[config.mk]
export PLATFORM = sky130hd
export DESIGN_NAME = regfile_dump_reader
export DESIGN_NICKNAME = d
export VERILOG_FILES = /design/src/rtl/regfile_dump_reader.sv
export SDC_FILE = /design/constraint.sdc
export NUM_CORES = 1
export LEC_CHECK = 0
export CAP_MARGIN = 20
export CORE_MARGIN = 2
export CORE_UTILIZATION = 55
export CTS_CLUSTER_DIAMETER = 40
export DETAILED_ROUTE_END_ITERATION = 10
export PLACE_DENSITY_LB_ADDON = 0.3
export SETUP_SLACK_MARGIN = 0.1
export SLEW_MARGIN = 20
export SYNTH_ARGS = -nofsm -noshare
export SYNTH_HDL_FRONTEND = slang
export SYNTH_SLANG_ARGS = --single-unit
[constraint.sdc]
create_clock -name clk -period 2.8 [get_ports clk]
set_clock_uncertainty 0.15 [all_clocks]
set_input_delay 0.56 -clock clk [delete_from_list [all_inputs] [get_ports clk]]
set_output_delay 0.56 -clock clk [all_outputs]
set_load 0.02 [all_outputs]
[src/rtl/regfile_dump_reader.sv]
// Purpose : walks registers FIRST_REG..LAST_REG through one register-file read port
//           and streams them as a framed byte sequence: header, 4 bytes/reg LE, XOR checksum.
// Latency : first byte valid 1 cycle after start is sampled in IDLE; one CAPTURE bubble per register.
// Backpressure: valid/ready; unbounded stalls, tx_data/tx_valid hold until the handshake.
// Ports   : clk, reset_n (async active-low); start/busy/done control;
//           rf_read_id/rf_read_data register-file read port; tx_data/tx_valid/tx_ready byte stream.
module regfile_dump_reader #(
    parameter int unsigned FIRST_REG   = 0,
    parameter int unsigned LAST_REG    = 31,
    parameter logic [7:0]  HEADER_BYTE = 8'hA5
) (
    input  logic        clk,
    input  logic        reset_n,
    input  logic        start,
    output logic        busy,
    output logic        done,
    output logic [4:0]  rf_read_id,
    input  logic [31:0] rf_read_data,
    output logic [7:0]  tx_data,
    output logic        tx_valid,
    input  logic        tx_ready
);

    localparam logic [4:0] FIRST_ID = 5'(FIRST_REG);
    localparam logic [4:0] LAST_ID  = 5'(LAST_REG);

    typedef enum logic [2:0] {
        S_IDLE,
        S_HEADER,
        S_CAPTURE,
        S_SEND,
        S_CHECKSUM
    } state_t;

    state_t          state_q, state_d;
    logic [3:0][7:0] word_q, word_d;
    logic [1:0]      byte_idx_q, byte_idx_d;
    logic [7:0]      checksum_q, checksum_d;
    logic [4:0]      rf_read_id_d;
    logic [7:0]      tx_data_d;
    logic            tx_valid_d;
    logic            busy_d;
    logic            done_d;
    logic            hs;

    assign hs = tx_valid && tx_ready;

    always_ff @(posedge clk or negedge reset_n) begin
        if (!reset_n) begin
            state_q    <= S_IDLE;
            word_q     <= '0;
            byte_idx_q <= 2'd0;
            checksum_q <= 8'h00;
            rf_read_id <= FIRST_ID;
            tx_data    <= 8'h00;
            tx_valid   <= 1'b0;
            busy       <= 1'b0;
            done       <= 1'b0;
        end else begin
            state_q    <= state_d;
            word_q     <= word_d;
            byte_idx_q <= byte_idx_d;
            checksum_q <= checksum_d;
            rf_read_id <= rf_read_id_d;
            tx_data    <= tx_data_d;
            tx_valid   <= tx_valid_d;
            busy       <= busy_d;
            done       <= done_d;
        end
    end

    // Every output is a register, so each branch computes the value the
    // outputs must carry in the cycle after the current edge.
    always_comb begin
        state_d      = state_q;
        word_d       = word_q;
        byte_idx_d   = byte_idx_q;
        checksum_d   = checksum_q;
        rf_read_id_d = rf_read_id;
        tx_data_d    = tx_data;
        tx_valid_d   = tx_valid;
        busy_d       = busy;
        done_d       = 1'b0;

        case (state_q)
            S_IDLE: begin
                checksum_d   = 8'h00;
                rf_read_id_d = FIRST_ID;
                tx_valid_d   = 1'b0;
                busy_d       = 1'b0;
                if (start) begin
                    state_d    = S_HEADER;
                    tx_valid_d = 1'b1;
                    tx_data_d  = HEADER_BYTE;
                    busy_d     = 1'b1;
                end
            end
            S_HEADER: begin
                if (hs) begin
                    state_d    = S_CAPTURE;
                    tx_valid_d = 1'b0;
                end
            end
            S_CAPTURE: begin
                // rf_read_id has been stable for a full cycle, so the
                // combinational read data is settled here.
                word_d     = rf_read_data;
                byte_idx_d = 2'd0;
                tx_data_d  = rf_read_data[7:0];
                tx_valid_d = 1'b1;
                state_d    = S_SEND;
            end
            S_SEND: begin
                if (hs) begin
                    checksum_d = checksum_q ^ tx_data;
                    if (byte_idx_q != 2'd3) begin
                        byte_idx_d = byte_idx_q + 2'd1;
                        tx_data_d  = word_q[byte_idx_q + 2'd1];
                    end else if (rf_read_id < LAST_ID) begin
                        rf_read_id_d = rf_read_id + 5'd1;
                        tx_valid_d   = 1'b0;
                        state_d      = S_CAPTURE;
                    end else begin
                        // Fold in the last data byte so the checksum byte is
                        // presented on the very next cycle.
                        tx_data_d = checksum_q ^ tx_data;
                        state_d   = S_CHECKSUM;
                    end
                end
            end
            S_CHECKSUM: begin
                if (hs) begin
                    state_d      = S_IDLE;
                    tx_valid_d   = 1'b0;
                    busy_d       = 1'b0;
                    done_d       = 1'b1;
                    rf_read_id_d = FIRST_ID;
                end
            end
            default: begin
                state_d = S_IDLE;
            end
        endcase
    end

endmodule

==> impl_metrics.ini, run 1 <==
[grt]
grt_max_degree = 62
grt_pass1_vias = 2467
grt_use_total_pct = 24.7
antenna_found_initial = 0
grt_pass1_wl_um = 12100
grt_overflow_total = 0

[clock_network]
holdBufCountCts = 0
cts-resized-gates = 0
cts_max_path_buffers = 2
tritoncts = yes
clk_pin_slew_worst_paths_ps = 70
cts_buffers = 9
cts-htree-levels = 3
postCtsSetupBuffers = 0
cts_sinks = 61
clkLatencyLatePin_ps = 350
cts-root-buf = clkbuf_8

[synthesis]
synthTopCellsByArea = dfrtp_1 47%, mux2_2 10%, mux2i_1 4.0%
syn_nets = 335
synthTopCellsByCount = 61 x dfrtp_1, 30 x mux2_2, 20 x a21oi_1, 20 x nand2_1
ys_async_sr_fraction_pct = 100
yosysWarningCount = 0
yosysUniqueCellTypes = 52
synth_seq_area_share_pct = 47.0
synth-edff-count = 0
synth-seq-cells = 61
yosys_most_used_dff = dfrtp_1
syn_area_um2 = 3250
syn_area_per_cell_um2 = 10.9
synth_top_cell_area_share_pct = 47.0
synth_most_common_cell = dfrtp_1
yosysTopAreaCell = dfrtp_1
syn_inst = 297

[floorplanning]
io_pins = 52
die_h_um = 80.9
die_area_um2 = 6540
rows = 27
initial_core_util_pct = 58.0
core-area_um2 = 5610
die_w_um = 80.9

[critical_path]
critPathArrivalTime_ps = 2220
cp_max_fo = 10
critPathKind = register to register
critPathCaptureType = register
cp.required_ps = 2840
critPathLaunchType = register

[final_layout]
layout-drive-gt1-share_pct = 18.1
multi_input_area_um2 = 1560
nFillCells = 422
antenna_cells = 0
regArea_um2 = 1530
syn_to_final_growth_pct = 24.3
fin_nets = 388

[placed_design]
place_congestion = 0.812
place.port_buffers = 51
dpl.hpwl_um = 5170

[sta]
rsz0062_at_grt = no
min_period_ps = 2180
tns_ps = 0
hold_viol_final = 0
setup_viol = 0
slew_violations = 0
fin_crit_sh_pct = 77.8
worst_pin_slew_ps = 674
relSlewSlack_pct = 55.1
timing.fmax_ghz = 0.459

[drt]
drcViolationCount = 0
dr.first_iter.drc_count = 250
routed_wl_um = 7210
via_per_inst = 5.91
vias = 2516
drtPass1Iterations = 4
antenna_left = 0
wl_per_cell_um = 16.9

[status]
outcome = complete, no violations

[hold_path]
hold_path.class = input pin to async pin

[pwr]
powerDensity_nw_per_um2 = 1010
p_leak_nw = 1.71
peakVddDrop_mv = 0.575
p_total_mw = 4.06

[run]
maxCapViolCount = 0
-- state kept, by name (all words and copies together), names as in the netlist --
register    cells
tx_valid        1
rf_read_id      5
state_q         3
checksum_q      8
tx_data         8
byte_idx_q      2
done            1
busy            1
word_q         32
-- metal layers --
metal	wire [um]	global-route usage (%)	up-vias
met4	155	11.5	0
met2	3370	37.6	86
li1	-	-	1194
met3	410	5.11	15
met1	3270	34.1	1221
met5	0	0	-
-- cells in the final DEF (no fill, tap or decap), types with 3 or more instances in the layout --
master / instances
dfrtp_1: 61
clkdlybuf4s50_1: 50
mux2_2: 30
nand2_1: 20
a21oi_1: 20
o21ai_0: 13
mux2i_1: 13
inv_1: 12
clkbuf_8: 10
nor3_1: 9
nor2b_1: 9
a22oi_1: 8
buf_4: 8
nor2_1: 6
xnor2_1: 6
o22ai_1: 6
a31oi_1: 5
a21boi_0: 5
o21a_1: 5
nand3_1: 4
o2bb2ai_1: 4
a221o_1: 4
nand4_1: 3
and3_1: 3
-- cell type report --
class | count | area share, %
Timing Repair Buffer | 61 | 15.0
Clock inverter | 4 | 1.80
Clock buffer | 11 | 3.50
Multi-Input combinational cell | 205 | 38.6
Sequential cell | 61 | 37.8
Inverter | 12 | 1.11
Tap cell | 72 | 2.23
-- power breakdown --
part / leakage (nW) / switching (mW) / internal (mW) / total [mW]
registers: 0.757 / 0.281 / 1.24 / 1.53
clock network: 0.105 / 0.349 / 0.519 / 0.868
logic: 0.850 / 0.797 / 0.874 / 1.67
-- cell families after synthesis --
group | share of synthesized area (%)
DFF | 47.0
and+or+nand+nor | 11.1
adders and majority gates | 0.770
buffers and inverters | 5.04
AOI/OAI and AO/OA | 17.5
muxes | 16.5
xor gates and xnor gates | 2.16
-- critical path, stage by stage, from the launching register on --
cell and delay, ps:
dfrtp_1 400, ha_1 630, buf_4 270, mux2i_1 220, a22oi_1 130, a21oi_1 150, a22oi_1 80
-- path summary, 6_finish.rpt --
check                                          start                        end  slack, ps  cells past startpoint
min in group clk              word_q[11]$_DFFE_PN0N_     word_q[11]$_DFFE_PN0N_        340                      1
max                        byte_idx_q[1]$_DFFE_PN0P_     tx_data[7]$_DFFE_PN0P_        620                      6
max in group asynchronous                    reset_n     tx_data[3]$_DFFE_PN0P_       2180                      2
min reg2reg                   word_q[11]$_DFFE_PN0N_     word_q[11]$_DFFE_PN0N_        340                      1
min                                          reset_n  rf_read_id[0]$_DFFE_PN0P_         50                      2
max reg2reg                byte_idx_q[1]$_DFFE_PN0P_     tx_data[7]$_DFFE_PN0P_        620                      6
-- stage by stage --
stage | instances | setup WS, ps | area [um2] | util [%] | hold slack (ps)
2_1_floorplan | 297 | 858 | 3250 | - | 114
3_3_place_gp | 411 | 402 | 3830 | 68.3 | 322
3_5_place_dp | 411 | 320 | 3830 | 68.3 | 331
6_report | 426 | 622 | 4040 | 72.1 | 55.0
4_1_cts | 426 | 618 | 4040 | 72.1 | 70.3
5_1_grt | 426 | 473 | 4040 | 72.1 | 92.5
(Power assumes the default switching activity.)
==> inputs of run 2 (changes only) <==
--- a/config.mk
+++ b/config.mk
@@ -7,7 +7,7 @@
 export LEC_CHECK = 0
 export CAP_MARGIN = 20
 export CORE_MARGIN = 2
-export CORE_UTILIZATION = 55
+export CORE_UTILIZATION = 48
 export CTS_CLUSTER_DIAMETER = 40
 export DETAILED_ROUTE_END_ITERATION = 10
 export PLACE_DENSITY_LB_ADDON = 0.3
==> constraint.sdc (replaced) <==
create_clock -name clk -period 1.9 [get_ports clk]
set_clock_uncertainty 0.15 [all_clocks]
set_input_delay 0.38 -clock clk [delete_from_list [all_inputs] [get_ports clk]]
set_output_delay 0.38 -clock clk [all_outputs]
set_load 0.02 [all_outputs]
==> impl_metrics.ini, run 2 (synthesized netlist as in run 1, its figures left out) <==
[pwr]
powerDensity_nw_per_um2 = 1490
seq_power_share_pct = 35.6
p_comb_share_pct = 43.6
clkPwrFrac_pct = 20.9
switchingPower_mw = 2.24
p_leak_nw = 1.89
peakVddDrop_mv = 0.883
swShare_pct = 35.1
internal_power_mw = 4.13
p_total_mw = 6.37

[final_layout]
fin_nets = 406
multi_input_area_um2 = 1620
final_cells = 450
stdcell_area_um2 = 4270
reg_top3 = word_q (32), checksum_q (8), tx_data (8)
layout-drive-gt1-share_pct = 24.7
syn_to_final_growth_pct = 31.5
regArea_um2 = 1530
layout_commonest_cell = dfrtp_1
nFillCells = 503
most-common-layout-cells = 60 x dfrtp_1, 34 x clkdlybuf4s50_1, 30 x mux2_2, 21 x buf_4
antenna_cells = 0
largest_reg_flops = 32
largest_register = word_q

[critical_path]
cp_max_fo = 4
r2r_start = byte_idx_q[1]$_DFFE_PN0P_
critPathArrivalTime_ps = 1930
critPathLaunchType = register
reg2reg_depth = 6
crit_path_start = byte_idx_q[1]$_DFFE_PN0P_
cp.required_ps = 1970
critPathKind = register to register
critPathCaptureType = register

[hold_path]
min_from = word_q[11]$_DFFE_PN0N_
min_delay_path_depth = 1
hold_path.class = register to register

[clock_network]
cts-htree-levels = 3
tritoncts = yes
cts_sinks = 61
cts-root-buf = clkbuf_8
cts_buffers = 9
cts_max_path_buffers = 2
clkLatencyLatePin_ps = 340
clk_pin_slew_worst_paths_ps = 70

[floorplanning]
die_h_um = 86.3
rows = 29
core-area_um2 = 6460
die_area_um2 = 7450
initial_core_util_pct = 50.3
die_w_um = 86.3
io_pins = 52

[grt]
grt_max_degree = 62
grt_pass1_vias = 2534
grt_use_total_pct = 21.6
grt_pass1_wl_um = 12600
grt_overflow_total = 0
antenna_found_initial = 0

[placed_design]
place_congestion = 0.854
placed_cell_area_um2 = 3980
dpl.hpwl_um = 5130
place.port_buffers = 51
dp.cells = 432
dpl_worst_slack_ps = -183

[drt]
drtPass1Iterations = 4
via_per_inst = 5.76
routed_wl_um = 7450
vias = 2591
drcViolationCount = 0
dr.first_iter.drc_count = 173
antenna_left = 0
wl_per_cell_um = 16.6

[sta]
fin_crit_sh_pct = 97.5
min_period_ps = 1850
fin_ws_ps = 46.8
setup_viol = 0
timing.fmax_ghz = 0.540
relSlewSlack_pct = 66.9
hold_viol_final = 0
worst_pin_slew_ps = 495
rsz0062_at_grt = yes
slew_violations = 0

[run]
maxCapViolCount = 0

[status]
outcome = complete, no violations
[run 2: stage by stage]
step | util (%) | hold slack (ps) | setup TNS [ps]
final | 66.2 | 346 | 0
after global routing | 66.2 | 376 | 0
after CTS | 65.3 | 351 | 0
after detailed placement | 61.6 | 267 | -1990
after global placement | 61.6 | 266 | -1630
after floorplan | - | -65.6 | 0
[run 2: cell type report]
class	count	area share (%)
repair buffers	79	17.8
multi-input cells	205	37.9
inverters	12	1.05
well taps	77	2.25
flip-flops and latches	61	35.7
clock inverters	4	1.64
clock buffers	12	3.63
[run 2: layer usage]
layer	track usage (%)	share of wire, %	vias up
met5	0	0	-
met4	9.09	1.5	0
met3	4.48	4.4	11
met2	32.1	46	70
met1	30.9	48	1283
li1	-	-	1227
[run 2: worst paths after layout]
| kind | to | slack [ps] |
|---|---|---|
| min reg2reg | word_q[11]$_DFFE_PN0N_ | 350 |
| max reg2reg | tx_data[6]$_DFFE_PN0P_ | 50 |
| max in group asynchronous | word_q[6]$_DFFE_PN0N_ | 890 |
| min in group asynchronous | tx_valid$_DFFE_PN0P_ | 420 |
| min | word_q[11]$_DFFE_PN0N_ | 350 |
| max | tx_data[6]$_DFFE_PN0P_ | 50 |
[run 2: worst max-delay path, stage by stage, from the launching register on]
cell,delay (ps)
dfrtp_1,420
ha_4,310
buf_12,120
mux2i_4,220
o22ai_2,90
o21a_1,170
a221o_1,260
[run 2: power groups by stage]
stage	registers [mW]	logic, mW	clock network (mW)
after floorplan	2.28	1.75	0
after global placement	2.23	2.57	0
after detailed placement	2.26	2.62	0
after CTS	2.24	2.63	1.34
after global routing	2.34	3.02	1.40
final	2.27	2.77	1.33
[run 2: what timing repair did]
action	in CTS	in global routing
endpoints found under the hold margin	61	0
setup endpoints to repair	23	19
hold buffers	1	0
resized for setup	17	13
buffers inserted	1	0
pin swaps	5	2
==> inputs of run 3 (changes only) <==
--- a/config.mk
+++ b/config.mk
@@ -11,7 +11,8 @@
 export CTS_CLUSTER_DIAMETER = 40
 export DETAILED_ROUTE_END_ITERATION = 10
 export PLACE_DENSITY_LB_ADDON = 0.3
-export SETUP_SLACK_MARGIN = 0.1
+export REMOVE_ABC_BUFFERS = 1
+export SETUP_SLACK_MARGIN = 0.02
 export SLEW_MARGIN = 20
 export SYNTH_ARGS = -nofsm -noshare
 export SYNTH_HDL_FRONTEND = slang
==> impl_metrics.ini, run 3 (synthesized netlist as in run 1, its figures left out) <==
[status]
outcome = complete, no violations

[critical_path]
r2r_start = byte_idx_q[0]$_DFFE_PN0P_
cp.required_ps = 1960
critPathLaunchType = register
cp_max_fo = 4
critPathCaptureType = register
critPathKind = register to register
crit_path_start = byte_idx_q[0]$_DFFE_PN0P_
critPathArrivalTime_ps = 1920

[floorplanning]
die_w_um = 86.3
die_area_um2 = 7450
io_pins = 52
initial_core_util_pct = 50.3
rows = 29
core-area_um2 = 6460
die_h_um = 86.3

[final_layout]
fin_nets = 409
layout_commonest_cell = dfrtp_1
syn_to_final_growth_pct = 29.1
final_cells = 452
largest_register = word_q
layout-drive-gt1-share_pct = 22.9
reg_top3 = word_q (32), checksum_q (8), tx_data (8)
largest_reg_flops = 32
most-common-layout-cells = 60 x dfrtp_1, 36 x clkdlybuf4s50_1, 30 x mux2_2, 26 x buf_4
antenna_cells = 0

[grt]
grt_pass1_wl_um = 12400
antenna_found_initial = 0
grt_pass1_vias = 2642
grt_max_degree = 62
grt_overflow_total = 0
grt_use_total_pct = 21.6

[clock_network]
cts_max_path_buffers = 2
clkLatencyLatePin_ps = 330
tritoncts = yes
cts-htree-levels = 3
clk_pin_slew_worst_paths_ps = 70
cts_sinks = 61
cts-root-buf = clkbuf_8
cts_buffers = 9

[placed_design]
dpl.hpwl_um = 5150
place.port_buffers = 51
dpl_worst_slack_ps = -134
dp.cells = 434
place_congestion = 0.873

[drt]
routed_wl_um = 7320
dr.first_iter.drc_count = 141
wl_per_cell_um = 16.2
drtPass1Iterations = 4
via_per_inst = 5.75
drcViolationCount = 0
antenna_left = 0
vias = 2598

[pwr]
powerDensity_nw_per_um2 = 1420
p_leak_nw = 1.85
peakVddDrop_mv = 0.783

[sta]
hold_viol_final = 0
setup_viol = 0
fin_crit_sh_pct = 98.0
fin_ws_ps = 37.8
worst_pin_slew_ps = 376
relSlewSlack_pct = 74.9
timing.fmax_ghz = 0.537
rsz0062_at_grt = yes
min_period_ps = 1860
slew_violations = 0
tns_ps = 0

[hold_path]
hold_path.class = register to register
min_from = word_q[25]$_DFFE_PN0N_

[run]
maxCapViolCount = 0
run 3: changes by cell type in the layout (fill, tap and decap cells not counted), moves of 2 or more:
cell and delta:
a21oi_1 +2, a21oi_2 -2, buf_4 +5, buf_6 -2, bufinv_16 -2, clkdlybuf4s50_1 +2, mux2i_4 -2, nand2_1 +2
nand2_2 -2
run 3: metal layers:
layer / vias to the layer above / routed length [um] / track usage, %
li1: 1227 / - / -
met3: 12 / 406 / 4.19
met4: 0 / 96 / 8.66
met5: - / 0 / 0
met2: 88 / 3470 / 34.6
met1: 1271 / 3350 / 28.9
run 3: layout make-up:
class / count / area [um2]
Clock buffer: 14 / 173
Timing Repair Buffer: 82 / 773
Sequential cell: 61 / 1530
Multi-Input combinational cell: 205 / 1580
Inverter: 12 / 45.0
Tap cell: 77 / 96.3
Clock inverter: 1 / 5.00
Fill cell: 540 / 2260
run 3: per-stage QoR:
step	hold WS [ps]	util, %	power (mW)	area, um2
after floorplan	-65.6	-	3.87	3130
after global placement	265	61.6	4.83	3980
after detailed placement	263	61.6	4.92	3980
after CTS	347	64.5	5.96	4160
after global routing	371	65.0	6.39	4200
final	353	65.0	5.97	4200
run 3: path summary, 6_finish.rpt:
path | cells after the start | to | slack [ps]
min in group asynchronous | 3 | rf_read_id[0]$_DFFE_PN0P_ | 450
min reg2reg | 1 | word_q[25]$_DFFE_PN0N_ | 350
max | 6 | tx_data[3]$_DFFE_PN0P_ | 40
max in group asynchronous | 3 | state_q[1]$_DFFE_PN0P_ | 890
min | 1 | word_q[25]$_DFFE_PN0N_ | 350
max reg2reg | 6 | tx_data[3]$_DFFE_PN0P_ | 40
run 3: power by group:
| part | internal, mW | switching (mW) |
|---|---|---|
| Sequential | 1.83 | 0.407 |
| Combinational | 1.46 | 1.23 |
| Clock | 0.573 | 0.472 |
run 3: worst max-delay path: stages, from the launching register on:
cell	delay [ps]
dfrtp_1	410
ha_4	320
buf_12	120
mux2i_2	200
o22ai_1	100
o21a_1	190
a221o_1	260
run 3: repair_timing:
action	CTS	global route
pin swaps	0	1
hold buffers	1	0
resized for setup	16	2
hold endpoints to repair	61	0
buffers inserted	0	2
endpoints found under the setup margin	22	12
